===== src/rtl/pc_seq_pkg.sv =====
// -----------------------------------------------------------------------------
// pc_seq_pkg
//   Shared types and defaults for the fetch-stage next-PC controller.
//   - state_e : sequencer FSM states (BOOT, RUN, FLUSH)
//   - sel_e   : next-PC source select
//   - DEF_*   : default vectors and flush length
// -----------------------------------------------------------------------------
package pc_seq_pkg;

  typedef enum logic [1:0] {
    BOOT,
    RUN,
    FLUSH
  } state_e;

  typedef enum logic [2:0] {
    SEL_SEQ,
    SEL_BR,
    SEL_JMP,
    SEL_HOLD,
    SEL_EXC
  } sel_e;

  localparam logic [31:0] DEF_RESET_VECTOR = 32'h0000_0000;
  localparam logic [31:0] DEF_EXC_VECTOR   = 32'h0000_0080;
  localparam int unsigned DEF_FLUSH_CYCLES = 1;

endpackage


===== src/rtl/pc_sequencer_pcadder.sv =====
// -----------------------------------------------------------------------------
// PCAdder
//   Sequential fetch-address incrementer (PC + 4, wraps modulo 2^32).
//   Ports:
//     PCResult    in  32  current PC
//     PCAddResult out 32  PCResult + 4, combinational
// -----------------------------------------------------------------------------
module PCAdder (
  input  logic [31:0] PCResult,
  output logic [31:0] PCAddResult
);

  assign PCAddResult = PCResult + 32'd4;

endmodule


===== src/rtl/pc_sequencer.sv =====
// -----------------------------------------------------------------------------
// pc_sequencer
//   Next-PC controller for the fetch stage. Owns the PC register, selects
//   sequential / branch / jump / hold, and raises Flush for FLUSH_CYCLES
//   cycles after any redirect.
//   Optional feature macro: PC_SEQ_ALIGN_TRAP_EN
//     defined   -> misaligned targets redirect to EXC_VECTOR, pulse AddrErr
//                  and capture the raw target in BadAddr.
//     undefined -> target bits [1:0] are masked off; AddrErr/BadAddr absent.
//   Ports:
//     Clk           in   1  rising-edge clock
//     Reset         in   1  synchronous, active-high
//     Stall         in   1  hold PC this cycle
//     BranchTaken   in   1  branch resolved taken
//     BranchTarget  in  32  branch destination
//     Jump          in   1  jump decoded
//     JumpTarget    in  32  jump destination
//     PCResult      out 32  current fetch address
//     PCPlus4       out 32  PCResult + 4 (combinational)
//     FetchValid    out  1  PCResult is a real fetch
//     AddrErr       out  1  misaligned-target pulse (macro only)
//     BadAddr       out 32  captured misaligned target (macro only)
//     Flush         out  1  squash IF/ID this cycle
// -----------------------------------------------------------------------------
module pc_sequencer
  import pc_seq_pkg::*;
#(
  parameter logic [31:0] RESET_VECTOR = DEF_RESET_VECTOR,
  parameter logic [31:0] EXC_VECTOR   = DEF_EXC_VECTOR,
  parameter int unsigned FLUSH_CYCLES = DEF_FLUSH_CYCLES
) (
  input  logic        Clk,
  input  logic        Reset,
  input  logic        Stall,
  input  logic        BranchTaken,
  input  logic [31:0] BranchTarget,
  input  logic        Jump,
  input  logic [31:0] JumpTarget,
  output logic [31:0] PCResult,
  output logic [31:0] PCPlus4,
  output logic        FetchValid,
`ifdef PC_SEQ_ALIGN_TRAP_EN
  output logic        AddrErr,
  output logic [31:0] BadAddr,
`endif
  output logic        Flush
);

  localparam logic [1:0] FLUSH_LOAD = 2'(FLUSH_CYCLES);

`ifdef PC_SEQ_ALIGN_TRAP_EN
  localparam logic [31:0] TGT_MASK = '1;
`else
  localparam logic [31:0] TGT_MASK = 32'hFFFF_FFFC;
`endif

  state_e      state_q, state_d;
  sel_e        sel;
  logic [31:0] pc_q, pc_d;
  logic [1:0]  cnt_q, cnt_d;
  logic        fv_q, fv_d;
  logic        flush_q, flush_d;
  logic        redirect;
  logic        tgt_bad;

  assign redirect = BranchTaken | Jump;

`ifdef PC_SEQ_ALIGN_TRAP_EN
  logic [31:0] tgt_raw;
  logic        ae_q, ae_d;
  logic [31:0] bad_q, bad_d;

  assign tgt_raw = BranchTaken ? BranchTarget : JumpTarget;
  assign tgt_bad = |tgt_raw[1:0];
`else
  assign tgt_bad = 1'b0;
`endif

  PCAdder u_pc_adder (
    .PCResult    (pc_q),
    .PCAddResult (PCPlus4)
  );

  // Source select: branch is older than jump, and any redirect overrides Stall.
  always_comb begin
    sel = SEL_HOLD;
    if (state_q != BOOT) begin
      if (redirect) begin
        if (tgt_bad)          sel = SEL_EXC;
        else if (BranchTaken) sel = SEL_BR;
        else                  sel = SEL_JMP;
      end else if (!Stall) begin
        sel = SEL_SEQ;
      end
    end
  end

  always_comb begin
    pc_d = pc_q;
    unique case (sel)
      SEL_SEQ:  pc_d = PCPlus4;
      SEL_BR:   pc_d = BranchTarget & TGT_MASK;
      SEL_JMP:  pc_d = JumpTarget & TGT_MASK;
      SEL_HOLD: pc_d = pc_q;
      SEL_EXC:  pc_d = EXC_VECTOR;
      default:  pc_d = pc_q;
    endcase
  end

  // Flush counter ticks down regardless of Stall; a redirect reloads it.
  always_comb begin
    state_d = state_q;
    cnt_d   = cnt_q;
    unique case (state_q)
      BOOT: state_d = RUN;
      RUN, FLUSH: begin
        if (redirect) begin
          cnt_d   = FLUSH_LOAD;
          state_d = FLUSH;
        end else if (cnt_q != '0) begin
          cnt_d   = cnt_q - 2'd1;
          state_d = (cnt_d == '0) ? RUN : FLUSH;
        end else begin
          state_d = RUN;
        end
      end
      default: begin
        state_d = BOOT;
        cnt_d   = '0;
      end
    endcase
    flush_d = (cnt_d != '0);
    fv_d    = (state_d != BOOT);
  end

`ifdef PC_SEQ_ALIGN_TRAP_EN
  always_comb begin
    ae_d  = (sel == SEL_EXC);
    bad_d = (sel == SEL_EXC) ? tgt_raw : bad_q;
  end
`endif

  always_ff @(posedge Clk) begin
    if (Reset) begin
      state_q <= BOOT;
      pc_q    <= RESET_VECTOR;
      cnt_q   <= '0;
      fv_q    <= 1'b0;
      flush_q <= 1'b0;
`ifdef PC_SEQ_ALIGN_TRAP_EN
      ae_q    <= 1'b0;
      bad_q   <= '0;
`endif
    end else begin
      state_q <= state_d;
      pc_q    <= pc_d;
      cnt_q   <= cnt_d;
      fv_q    <= fv_d;
      flush_q <= flush_d;
`ifdef PC_SEQ_ALIGN_TRAP_EN
      ae_q    <= ae_d;
      bad_q   <= bad_d;
`endif
    end
  end

  assign PCResult   = pc_q;
  assign FetchValid = fv_q;
  assign Flush      = flush_q;
`ifdef PC_SEQ_ALIGN_TRAP_EN
  assign AddrErr    = ae_q;
  assign BadAddr    = bad_q;
`endif

endmodule

===== config.mk =====
export PLATFORM = sky130hd
export DESIGN_NAME = pc_sequencer
export DESIGN_NICKNAME = d
export VERILOG_FILES = /design/src/rtl/pc_seq_pkg.sv /design/src/rtl/pc_sequencer_pcadder.sv /design/src/rtl/pc_sequencer.sv
export SDC_FILE = /design/constraint.sdc
export NUM_CORES = 1
export LEC_CHECK = 0
export BUFFER_PORTS_ARGS = -buffer_cell sky130_fd_sc_hd__buf_4
export CAP_MARGIN = 10
export CORE_UTILIZATION = 44
export CTS_BUF_LIST = sky130_fd_sc_hd__clkbuf_4
export DETAILED_ROUTE_END_ITERATION = 8
export GPL_TIMING_DRIVEN = 0
export PLACE_DENSITY = 0.89
export SLEW_MARGIN = 0
export SYNTH_ARGS = -nofsm -noshare
export SYNTH_HDL_FRONTEND = slang
export SYNTH_SLANG_ARGS = --single-unit

===== constraint.sdc =====
create_clock -name Clk -period 2.5 [get_ports Clk]
set_clock_uncertainty 0.15 [all_clocks]
set_input_delay 0.375 -clock Clk [delete_from_list [all_inputs] [get_ports Clk]]
set_output_delay 0.375 -clock Clk [all_outputs]
set_load 0.03 [all_outputs]

### Yosys cells after proc, flatten, opt, wreduce, memory -nomap -nowiden

Index checks and enable logic that the tools add are counted.

| word-level totals | value |
|---|---|
| register bits after elaboration | 38 |
| output and inout port bits | 66 |
| logic and storage cells | 34 |

| operators by class | value |
|---|---|
| add/subtract/negate cells | 2 |
| eq/ne operators | 5 |
| multiplexer cells | 12 |
| bitwise logic cells | 1 |
| reductions and logical operators | 9 |

Operator list:

| kind | count |
|---|---|
| $pmux W32 S4 | 1 |
| $add A32 B3 Y32 const B | 1 |
| $mux W2 | 7 |
| $pmux W2 S2 | 2 |
| $reduce_bool A2 Y1 | 4 |
| $mux W3 | 2 |
| $logic_not A2 Y1 | 2 |
| $reduce_bool A4 Y1 | 1 |
| $eq A3 B1 Y1 const B | 1 |
| $eq A3 B2 Y1 const B | 1 |
| $eq A3 B3 Y1 const B | 1 |
| $logic_not A3 Y1 | 1 |
| $eq A2 B1 Y1 const B | 1 |
| $eq A2 B2 Y1 const B | 1 |
| $reduce_or A2 Y1 | 1 |
| $sub A2 B1 Y2 const B | 1 |
| $or A1 B1 Y1 | 1 |

### Logic depth before layout (Yosys ltp)

| depth | value |
|---|---|
| depth in word-level cells | 7 |
| mapped depth | 12 |
| mapped depth without buffers | 11 |

### Hierarchy

Synthesis repeated with hierarchy kept, for this count alone.

| second synthesis, totals | value |
|---|---|
| cell total of the unflattened synthesis | 269 |
| area, all modules | 2811.4 um2 |

Modules (own cells, without submodules):

| module | instances | cells an instance | area an instance (um2) | seq. area each (um2) |
|---|---|---|---|---|
| pc_sequencer | 1 | 186 | 2230.9 | 760.7 |
| PCAdder | 1 | 83 | 580.6 | 0.0 |

### Least setup slack after synthesis

No wires, ideal clock.

| path | value |
|---|---|
| kind | register -> output |
| from | reg pc_q[2], in the netlist PCResult[2] |
| to | out PCPlus4[22] |
| data arrival time | 2600 ps |
| path slack | -625 ps |
| stages on the path, launching flop included | 6 |
| path buffers | 0 |
| cell sequence | dfxtp_1 -> ha_1 -> nand3_1 -> or4_1 -> or3_1 -> xnor2_1 |

| between the ends | value |
|---|---|
| cells in the longest elaborated chain, start to end | 1 |

RTL lines:

| item | RTL line | text |
|---|---|---|
| start: declaration | pc_sequencer.sv:59 | `logic [31:0] pc_q, pc_d;` |
| start signal: assignment | pc_sequencer.sv:156 | `pc_q <= pc_d;` |
| $add A32 B3 Y32 | pc_sequencer_pcadder.sv:13 | `assign PCAddResult = PCResult + 32'd4;` |
| end: declaration | pc_sequencer.sv:40 | `output logic [31:0] PCPlus4,` |

Every way passes these cells.

### Final worst setup path

| path | value |
|---|---|
| from | reg pc_q[13], in the netlist PCResult[13] |
| to | out PCPlus4[22] |

Same word-level chain as after synthesis.

==> results by group <==
CTS
  – Worst-path clk slew: 130 ps
  – Root Driver: clkbuf_4
  – Maximum clock path buffer count: 2
  – Cts hold-fix bufs: 0
  – CTS Sinks: 36
  – Num CTS Buffers: 5
  – CTS tree: done
  – Clk_lat worst skew: 360 ps
  – CTS H-Tree Depth: 2

Route
  – Wirelength per Cell: 20.1 um
  – Drt drc: 0
  – Metal3 WL: 1670 um
  – DRT iter0 DRCs: 660
  – Drt pass-1 iters: 6
  – Met2 routed WL: 5790 um
  – Total vias in the final route: 4120
  – Final WL: 12600 um
  – Vias per cell: 6.55
  – Routed length on met1: 4370 um
  – Top Layer Used: met4
  – DRT antenna net count: 0

Floorplanning
  – Die width: 81.7 um
  – Die Height: 81.7 um
  – Initial Util: 46.4%
  – Core Region: 0.00603 sq mm
  – FP Rows: 28
  – Die ar.: 0.00668 sq mm
  – # IOs: 135

Synth
  – Ranking of synthesized cells by area: dfxtp_1 26%, a22oi_1 6.7%, nor2_1 5.6%
  – Synthesis-stage register bit count: 36
  – Number of flops mapped to enable cells by yosys: 0
  – Syn avg cell area: 7.40 sq um
  – Syn Inst Count: 378
  – Sequential share of the synthesized area: 25.8%
  – Synth Flop Type: dfxtp_1
  – Ys Warns: 0
  – Synth Cell Area: 0.00280 sq mm
  – Async SR Flop Fraction: 0%
  – Synth cell types: 49
  – Synth top area share: 25.8%
  – Biggest area consumer among synthesized cells: dfxtp_1

Worst setup path
  – Arrival time at the worst endpoint: 2130 ps
  – Critical Path Source Type: register
  – Worst-path fanout max: 5
  – CP top delay family: simple AND/OR/NAND/NOR gates
  – CP peak stage delay: 580 ps
  – Cell breakdown of the critical path: inv_2 -> or4_4 -> or3_4 -> xnor2_4 -> buf_6
  – CP required: 1980 ps
  – CP max-delay cell: or4_4
  – Setup crit end kind: output port
  – CP bufs+invs: 2
  – WS Path Type: register to output port

Worst hold path
  – Worst min path class: primary input to register

Power
  – Pwr Total: 2.70 mW
  – Net Sw Frac: 46.1%
  – Pwr per Cell Area: 558 mW/mm^2
  – LEAKAGE: 2.26 nW
  – Cell internal pwr: 1.46 mW
  – Sequential share of power: 28.1%
  – VDD IR-drop max: 0.492 mV
  – Combinational Power Share: 55.3%
  – Clock share of power: 16.6%
  – NetSw: 1.25 mW

Placement
  – Pre-CTS WS: -526 ps
  – GP Congestion: 0.922
  – Port bufs: 126
  – Placed cell count: 582
  – Final HPWL DP: 7630 um
  – Post-DP Area: 0.00403 sq mm

STA
  – Endpoints failing hold: 0
  – Max Slew Vio Count: 0
  – PnR worst setup slack: -151 ps
  – Setup Viol. Count Final: 14
  – Worst Hold Slack: 93.8 ps
  – Tcrit/Tclk final: 106%
  – Slew headroom: 50.7%
  – Fmax: 377 MHz
  – Crit path time final: 2650 ps
  – RSZ-0062 raised after global routing: yes
  – Total negative slack: -992 ps
  – Least-Margin Pin Slew: 739 ps

Global route
  – Initial antenna violation count: 0
  – Largest net degree at the start of global routing: 12
  – First-pass GRT wire length: 17000 um
  – Number of global-route vias before repair: 3479
  – Remaining Overflow, GRT: 0
  – GR Util All Layers: 33.8%

Final layout
  – Layout Cells excl Fill: 629
  – Ant. Diodes: 0
  – Area Growth Syn to Fin: 73.2%
  – Most frequent cells in the layout: 162 x buf_4, 39 x nor2_1, 25 x nand2_1, 25 x a21oi_1, 25 x a22oi_1
  – Final Net Count: 628
  – Final core utilization: 80.4%
  – Commonest non-fill, non-tap cell in the layout: buf_4
  – Fin area: 0.00485 sq mm
  – Fraction of layout instances using a drive strength above 1: 51.8%

Outcome
  – Failing checks: negative setup slack
  – Outcome: finished, violations left

Flow run
  – Max-cap check violation count: 0
[area by class of cell]
type	count	area [sq um]
Fill cell	352	1180
Tap cell	75	93.8
Buffer	24	154
Sequential cell	36	790
Multi-Input combinational cell	298	2270
Inverter	13	53.8
Timing Repair Buffer	175	1400
Clock inverter	2	35.0
Clock buffer	6	45.0
[layer usage]
metal / track usage (%) / vias up
met5: 0 / -
met4: 20.4 / 0
met3: 6.11 / 112
met2: 57.2 / 414
met1: 39.3 / 1855
li1: - / 1739
[Yosys cell counts (8+ instances only)]
cell / count
dfxtp_1: 36
a22oi_1: 25
o21ai_0: 22
nor2_1: 42
nor3_1: 10
clkbuf_1: 24
inv_1: 12
nand3_1: 16
nand4_1: 8
xnor2_1: 18
xor2_1: 10
nand2_1: 26
a21oi_1: 25
a22o_1: 13
[state kept, by name, indices dropped and copies added (netlist names)]
signal	count
PCResult	30
cnt_q	2
state_q	2
FetchValid	1
Flush	1
[repair_timing]
action                                  CTS  global route
gates cloned                              0             0
endpoints found under the setup margin   49            45
setup buffers                            28            21
gates resized for setup                  75            54
pin swaps                                13            21
[final timing paths]
kind,start,endpoint,slack [ps],cells past startpoint
worst max-delay path,PCResult[13],PCPlus4[22],-150,5
worst min-delay path,Reset,cnt_q[0],90,2
worst max register to register,state_q[0],PCResult[30],-50,9
worst min register to register,cnt_q[1],cnt_q[1],350,1
[kinds of logic (layout without fill, tap and decap cells)]
group,after synthesis,in the layout,share of synthesized area (%)
AO/OA/AOI/OAI,116,116,28.0
XOR/XNOR,28,28,8.77
adder cells (fa/ha/maj),6,6,2.68
buffers and inverters,47,220,7.02
flip-flops,36,36,25.8
multiplexers,4,4,1.43
other,1,4,0.134
AND/OR/NAND/NOR,140,140,26.3
[power groups by stage]
stage	registers (mW)	clock network, mW	logic (mW)
global placement	0.748	0	1.24
detailed placement	0.752	0	1.26
floorplan	0.847	0	0.699
global route	0.771	0.456	1.55
finish	0.760	0.447	1.49
CTS	0.758	0.431	1.35
Power figures use the tool's default switching activity.
